File: src/rtl/mem_cmd_master.sv
// mem_cmd_master: queues read/write commands in a small FIFO and plays them
// out one at a time on a valid/ready memory port. Each command holds the port
// until the memory acknowledges it or until a timeout expires. Read data comes
// back as a one-cycle rsp_valid pulse. A timeout comes back as an err pulse.
module mem_cmd_master #(
   parameter int WIDTH      = 16,
   parameter int ADDR_WIDTH = 4,
   parameter int FIFO_DEPTH = 4,
   parameter int TIMEOUT    = 15
) (
   input  logic                          clk,
   input  logic                          rst,
   input  logic                          cmd_valid,
   output logic                          cmd_ready,
   input  logic                          cmd_wr_rd,
   input  logic [ADDR_WIDTH-1:0]         cmd_addr,
   input  logic [WIDTH-1:0]              cmd_wdata,
   output logic                          m_valid,
   output logic                          m_wr_rd,
   output logic [ADDR_WIDTH-1:0]         m_addr,
   output logic [WIDTH-1:0]              m_wdata,
   input  logic [WIDTH-1:0]              m_rdata,
   input  logic                          m_ready,
   output logic                          rsp_valid,
   output logic [WIDTH-1:0]              rsp_rdata,
   output logic                          err,
   output logic                          busy,
   output logic [$clog2(FIFO_DEPTH):0]   fifo_count
);

   localparam int PTR_W   = $clog2(FIFO_DEPTH);
   localparam int CNT_W   = PTR_W + 1;
   localparam int TMO_W   = $clog2(TIMEOUT + 1);
   localparam int ENTRY_W = 1 + ADDR_WIDTH + WIDTH;

   localparam logic [CNT_W-1:0] FULL_CNT = CNT_W'(FIFO_DEPTH);
   localparam logic [CNT_W-1:0] ZERO_CNT = CNT_W'(0);
   localparam logic [TMO_W-1:0] TMO_LAST = TMO_W'(TIMEOUT - 1);
   localparam logic [TMO_W-1:0] TMO_MAX  = TMO_W'(TIMEOUT);
   localparam logic [TMO_W-1:0] TMO_ZERO = TMO_W'(0);

   typedef enum logic [1:0] {
      S_IDLE = 2'd0,
      S_REQ  = 2'd1,
      S_GAP  = 2'd2
   } state_t;

   // Counter increment that sticks at TIMEOUT instead of wrapping.
   function automatic logic [TMO_W-1:0] sat_inc(input logic [TMO_W-1:0] v);
      logic [TMO_W-1:0] r;
      if (v >= TMO_MAX) begin
         r = TMO_MAX;
      end else begin
         r = v + TMO_W'(1);
      end
      return r;
   endfunction

   state_t                 state_q, state_d;
   logic [ENTRY_W-1:0]     fifo_mem_q [FIFO_DEPTH];
   logic [PTR_W-1:0]       wr_ptr_q, wr_ptr_d;
   logic [PTR_W-1:0]       rd_ptr_q, rd_ptr_d;
   logic [CNT_W-1:0]       count_q, count_d;
   logic                   cmd_ready_q, cmd_ready_d;
   logic                   busy_q, busy_d;
   logic [TMO_W-1:0]       tmo_q, tmo_d;
   logic                   m_valid_q, m_valid_d;
   logic                   m_wr_rd_q, m_wr_rd_d;
   logic [ADDR_WIDTH-1:0]  m_addr_q, m_addr_d;
   logic [WIDTH-1:0]       m_wdata_q, m_wdata_d;
   logic                   rsp_valid_q, rsp_valid_d;
   logic [WIDTH-1:0]       rsp_rdata_q, rsp_rdata_d;
   logic                   err_q, err_d;

   logic                   push;
   logic                   pop;
   logic                   fifo_nonempty;
   logic [ENTRY_W-1:0]     push_entry;
   logic [ENTRY_W-1:0]     head_entry;

   assign push          = cmd_valid & cmd_ready_q;
   assign fifo_nonempty = (count_q != ZERO_CNT);
   assign push_entry    = {cmd_wr_rd, cmd_addr, cmd_wdata};
   assign head_entry    = fifo_mem_q[rd_ptr_q];

   // Command FSM: issue from the FIFO head, wait for ack or timeout, then gap.
   // Leaving GAP with work queued issues straight away; that exit edge is the
   // idle issue decision, which keeps back-to-back commands at one per 3 cycles.
   always_comb begin
      state_d     = state_q;
      tmo_d       = tmo_q;
      m_valid_d   = m_valid_q;
      m_wr_rd_d   = m_wr_rd_q;
      m_addr_d    = m_addr_q;
      m_wdata_d   = m_wdata_q;
      rsp_valid_d = 1'b0;
      rsp_rdata_d = rsp_rdata_q;
      err_d       = 1'b0;
      pop         = 1'b0;
      case (state_q)
         S_IDLE, S_GAP: begin
            if (fifo_nonempty) begin
               pop                               = 1'b1;
               {m_wr_rd_d, m_addr_d, m_wdata_d}  = head_entry;
               m_valid_d                         = 1'b1;
               tmo_d                             = TMO_ZERO;
               state_d                           = S_REQ;
            end else begin
               m_valid_d = 1'b0;
               state_d   = S_IDLE;
            end
         end
         S_REQ: begin
            tmo_d = sat_inc(tmo_q);
            if (m_ready) begin
               m_valid_d = 1'b0;
               state_d   = S_GAP;
               if (!m_wr_rd_q) begin
                  rsp_valid_d = 1'b1;
                  rsp_rdata_d = m_rdata;
               end else begin
                  rsp_valid_d = 1'b0;
               end
            end else if (tmo_q >= TMO_LAST) begin
               // Give up on this command; it is dropped, not retried.
               m_valid_d = 1'b0;
               err_d     = 1'b1;
               state_d   = S_GAP;
            end else begin
               m_valid_d = 1'b1;
            end
         end
         default: begin
            m_valid_d = 1'b0;
            state_d   = S_IDLE;
         end
      endcase
   end

   // FIFO pointer/occupancy bookkeeping and the registered status outputs.
   always_comb begin
      wr_ptr_d = wr_ptr_q;
      rd_ptr_d = rd_ptr_q;
      count_d  = count_q;
      if (push) begin
         wr_ptr_d = wr_ptr_q + PTR_W'(1);
      end else begin
         wr_ptr_d = wr_ptr_q;
      end
      if (pop) begin
         rd_ptr_d = rd_ptr_q + PTR_W'(1);
      end else begin
         rd_ptr_d = rd_ptr_q;
      end
      case ({push, pop})
         2'b10:   count_d = count_q + CNT_W'(1);
         2'b01:   count_d = count_q - CNT_W'(1);
         default: count_d = count_q;
      endcase
      cmd_ready_d = (count_d != FULL_CNT);
      busy_d      = (count_d != ZERO_CNT) || (state_d != S_IDLE);
   end

   // FIFO storage: written at the tail on an accepted command.
   always_ff @(posedge clk or negedge rst) begin
      if (!rst) begin
         for (int i = 0; i < FIFO_DEPTH; i++) begin
            fifo_mem_q[i] <= '0;
         end
      end else if (push) begin
         fifo_mem_q[wr_ptr_q] <= push_entry;
      end
   end

   // State and output registers.
   always_ff @(posedge clk or negedge rst) begin
      if (!rst) begin
         state_q     <= S_IDLE;
         wr_ptr_q    <= '0;
         rd_ptr_q    <= '0;
         count_q     <= '0;
         cmd_ready_q <= 1'b1;
         busy_q      <= 1'b0;
         tmo_q       <= '0;
         m_valid_q   <= 1'b0;
         m_wr_rd_q   <= 1'b0;
         m_addr_q    <= '0;
         m_wdata_q   <= '0;
         rsp_valid_q <= 1'b0;
         rsp_rdata_q <= '0;
         err_q       <= 1'b0;
      end else begin
         state_q     <= state_d;
         wr_ptr_q    <= wr_ptr_d;
         rd_ptr_q    <= rd_ptr_d;
         count_q     <= count_d;
         cmd_ready_q <= cmd_ready_d;
         busy_q      <= busy_d;
         tmo_q       <= tmo_d;
         m_valid_q   <= m_valid_d;
         m_wr_rd_q   <= m_wr_rd_d;
         m_addr_q    <= m_addr_d;
         m_wdata_q   <= m_wdata_d;
         rsp_valid_q <= rsp_valid_d;
         rsp_rdata_q <= rsp_rdata_d;
         err_q       <= err_d;
      end
   end

   assign cmd_ready  = cmd_ready_q;
   assign busy       = busy_q;
   assign fifo_count = count_q;
   assign m_valid    = m_valid_q;
   assign m_wr_rd    = m_wr_rd_q;
   assign m_addr     = m_addr_q;
   assign m_wdata    = m_wdata_q;
   assign rsp_valid  = rsp_valid_q;
   assign rsp_rdata  = rsp_rdata_q;
   assign err        = err_q;

endmodule

File: config.mk
export PLATFORM = sky130hd
export DESIGN_NAME = mem_cmd_master
export DESIGN_NICKNAME = d
export VERILOG_FILES = /design/src/rtl/mem_cmd_master.sv
export SDC_FILE = /design/constraint.sdc
export NUM_CORES = 1
export LEC_CHECK = 0
export CORE_MARGIN = 8
export CORE_UTILIZATION = 49
export DETAILED_ROUTE_END_ITERATION = 8
export GPL_ROUTABILITY_DRIVEN = 0
export GPL_TIMING_DRIVEN = 1
export PLACE_DENSITY = 0.85
export SYNTH_ARGS = -nofsm -noshare
export SYNTH_HDL_FRONTEND = slang
export SYNTH_SLANG_ARGS = --single-unit
File: constraint.sdc
create_clock -name clk -period 2.5 [get_ports clk]
set_input_delay 0.375 -clock clk [delete_from_list [all_inputs] [get_ports clk]]
set_output_delay 0.375 -clock clk [all_outputs]
set_load 0.1 [all_outputs]
==> implementation parameters <==
Parameter                              Value

Logic synthesis
  Ys flop type ... sky130_fd_sc_hd__dfrtp_1
  Post-synth EDFFs ... 0
  Mean area per synthesized cell ... between 15 and 20 µm²
  Netlist cell types ... 42
  Fraction of registers with async set/reset ... 1.00
  Synth Net Count ... 407
  Number of synthesized register bits ... 139
  Area of the mapped netlist ... 5990 µm²
  Sequential area share after synthesis ... 0.581
  Synth warn ... 0
  Cell count after synthesis ... 358

Detailed routing
  Final WL ... 11.7 mm
  WL per Instance ... 18.9 µm
  Routed via count divided by cell count ... between 5 and 6
  Via count ... around 3,400
  Remaining routing DRC violations ... 0
  Count of antenna-violating nets left after detailed routing ... 0
  First-pass iteration count of the detailed router ... 4
  Initial DRC count ... 250

Floorplan
  Core area ... ~12,000 µm²
  Floorplan die area ... about 16,000 µm²
  Chip height ... 127 µm
  Std cell rows ... 40
  Die extent in x ... 127 µm
  IO Count ... between 80 and 90
  Initial cell density of the core ... 0.501

Global route
  Vias in the first global route ... ~3,800
  Total global routing overflow ... 0
  GR Layer Usage met1 ... 0.188
  Global routing's busiest layer ... met2
  Global-route wire length before repair ... between 15 and 20 mm
  GRT Util Overall ... 0.157
  Antenna violations before repair ... 0
  Met2 usage in global routing ... 0.257
  Largest net degree at the start of global routing ... 77
  Met3 demand-to-capacity share in global routing ... 0.0532

STA
  Fmax ... 442 MHz
  Minimum period implied by the final worst setup slack ... 2.26 ns
  Slew HR ... 0.537
  Final setup skew ... 0.00609 ns
  Worst Tran Pin Value ... 0.695 ns
  # setup viols final ... 0
  Max-slew violation count ... 0
  Hold Vio Cnt, Final ... 18
  RSZ-0062 raised after global routing ... false
  Hold WS ... -0.0244 ns
  Tcrit/Tclk final ... 0.905

Finish
  Number of fillers in the final layout ... 884
  Multi-input gate area ... 2360 µm²
  Total area of sequential cells ... 3490 µm²
  Net total in the final layout ... about 510
  Area growth, synth to finish ... 25.3%
  Final core utilization ... 0.628
  ANT cells ... 0
  Count of placed standard cells in the final layout, fillers left out ... 619
  Fraction of layout instances using a drive strength above 1 ... 0.494

Worst setup path
  Data required time of the worst path ... roughly 2.9 ns
  WP buf/inv ... 2
  Cell class contributing the biggest share of worst-path delay ... simple AND/OR/NAND/NOR gates
  Maximum fanout along the worst path ... 3
  CP Launch Type ... flop
  Delay of the slowest cell on the worst path ... roughly 0.49 ns
  Nature of the critical path endpoint ... flop
  Sequence of cells on the critical path ... nor3_4, or2_1, inv_6, ha_4, inv_1, fa_2, and3b_1, a31o_2, a21bo_2
  Critical path start-end classification ... flop to flop
  Critical-path top delay cell ... sky130_fd_sc_hd__dfrtp_4
  CP Data Arrival Time ... 2.61 ns

Job
  Max_cap viols ... 0

Clocking
  Post-CTS Resized ... 0
  Quantity of hold-fixing buffers added after cts ... 0
  Clock latency of the later-clocked register in the worst-skew pair ... between 0.4 and 0.5 ns
  Root buf cell ... sky130_fd_sc_hd__clkbuf_16
  Clock tree from TritonCTS ... done
  Clock input transition at the sequential cells of the worst setup and hold paths ... 0.06 ns
  Post-CTS setup buffers ... 0
  Total CTS buffers ... 17
  Number of buffers on the longest clock path ... 2
  CTS sink count ... around 140
  H-Tree Depth ... 4

Run status
  Outcome ... finished, violations left
  Failing checks ... negative hold slack

Place
  Number of placed instances with taps included ... 587
  HPWL after detailed placement ... 7.87 mm
  Number of port buffers ... 85

Min path
  Classification of the worst-slack hold path ... primary input to async pin
[cell families (layout without fill, tap and decap cells)]
group,after synthesis,in the layout,synth area share
simple gates,23,23,0.0253
fa+ha+maj,8,8,0.0180
flops,139,139,0.581
mux,144,144,0.324
xor+xnor,5,5,0.00731
buf+inv,25,139,0.0278
compound gates,14,14,0.0169
[synthesized netlist by cell type (2+ instances only)]
cell type / number / area [µm²]
sky130_fd_sc_hd__mux2_2: 113 / 1270
sky130_fd_sc_hd__buf_6: 6 / 67.6
sky130_fd_sc_hd__nor2_1: 2 / 7.51
sky130_fd_sc_hd__o21ai_0: 3 / 15.0
sky130_fd_sc_hd__buf_2: 9 / 45.0
sky130_fd_sc_hd__mux4_2: 8 / 180
sky130_fd_sc_hd__mux2_4: 9 / 135
sky130_fd_sc_hd__nand2_1: 3 / 11.3
sky130_fd_sc_hd__xor2_1: 2 / 17.5
sky130_fd_sc_hd__xnor2_1: 3 / 26.3
sky130_fd_sc_hd__mux4_1: 13 / 342
sky130_fd_sc_hd__o31ai_1: 2 / 15.0
sky130_fd_sc_hd__nand3_1: 5 / 25.0
sky130_fd_sc_hd__a31o_2: 2 / 17.5
sky130_fd_sc_hd__inv_1: 6 / 22.5
sky130_fd_sc_hd__ha_1: 7 / 87.6
sky130_fd_sc_hd__a21oi_1: 2 / 10.0
sky130_fd_sc_hd__nor3b_1: 2 / 15.0
sky130_fd_sc_hd__dfrtp_1: 138 / 3450
[stage by stage]
stage | setup TNS [ns] | area [µm²] | hold WS [ns] | worst slack [ns]
after floorplan | -0.0432 | 6030 | 0.0794 | -0.0432
after global placement | 0 | 6940 | 0.437 | 0.193
after detailed placement | 0 | 6940 | 0.446 | 0.131
after CTS | 0 | 7510 | 0.00634 | 0.244
after global routing | 0 | 7510 | 0.0185 | 0.137
final | 0 | 7510 | -0.0244 | 0.239
[layer usage]
layer / up-vias / part of all wire
li1: 1531 / -
met1: 1767 / 0.43
met2: 76 / 0.51
met3: 7 / 0.056
met4: 0 / 0.0073
met5: - / 0
[cell usage in the layout (no fill, tap or decap), types with 3 or more instances in the layout]
cell type and count:
sky130_fd_sc_hd__buf_4 59, sky130_fd_sc_hd__dfrtp_1 135, sky130_fd_sc_hd__nand2_1 3, sky130_fd_sc_hd__mux2_2 113, sky130_fd_sc_hd__nand3_1 5, sky130_fd_sc_hd__mux4_1 13, sky130_fd_sc_hd__o21ai_0 3, sky130_fd_sc_hd__inv_1 6
sky130_fd_sc_hd__clkinv_2 5, sky130_fd_sc_hd__mux4_2 8, sky130_fd_sc_hd__clkdlybuf4s50_1 39, sky130_fd_sc_hd__clkinvlp_4 4, sky130_fd_sc_hd__xnor2_1 3, sky130_fd_sc_hd__mux2_4 9, sky130_fd_sc_hd__dfrtp_4 3, sky130_fd_sc_hd__clkbuf_16 17
sky130_fd_sc_hd__ha_1 6
[path summary, 6_finish.rpt]
path,start,end,slack (ns),depth (start not counted)
setup / recovery,fifo_count[1]$_DFF_PN0_,cmd_ready$_DFF_PN1_,0.24,9
hold / removal,rst,fifo_mem_q[22]$_DFFE_PN0P_,-0.02,1
setup reg to reg,fifo_count[1]$_DFF_PN0_,cmd_ready$_DFF_PN1_,0.24,9
hold reg to reg,fifo_mem_q[42]$_DFFE_PN0P_,fifo_mem_q[42]$_DFFE_PN0P_,0.49,1
max in group asynchronous,rst,m_addr[3]$_DFFE_PN0N_,1.80,2
min in group clk,fifo_mem_q[42]$_DFFE_PN0P_,fifo_mem_q[42]$_DFFE_PN0P_,0.49,1
[state kept, by name, indices dropped and copies added (netlist names), 3 cells and up]
| register | flops |
|---|---|
| fifo_mem_q | 84 |
| m_wdata | 16 |
| rsp_rdata | 16 |
| m_addr | 4 |
| tmo_q | 4 |
| fifo_count | 3 |
[cell type report]
| type | count | area share |
|---|---|---|
| Sequential cell | 139 | 0.465 |
| Multi-Input combinational cell | 194 | 0.315 |
| Timing Repair Buffer | 100 | 0.115 |
| Clock buffer | 20 | 0.0595 |
| Tap cell | 147 | 0.0245 |
| Clock inverter | 12 | 0.0165 |
| Inverter | 7 | 0.00417 |
Power is not shown: default switching activity piles up to over one toggle a cycle in this logic, so the estimate is an artifact.
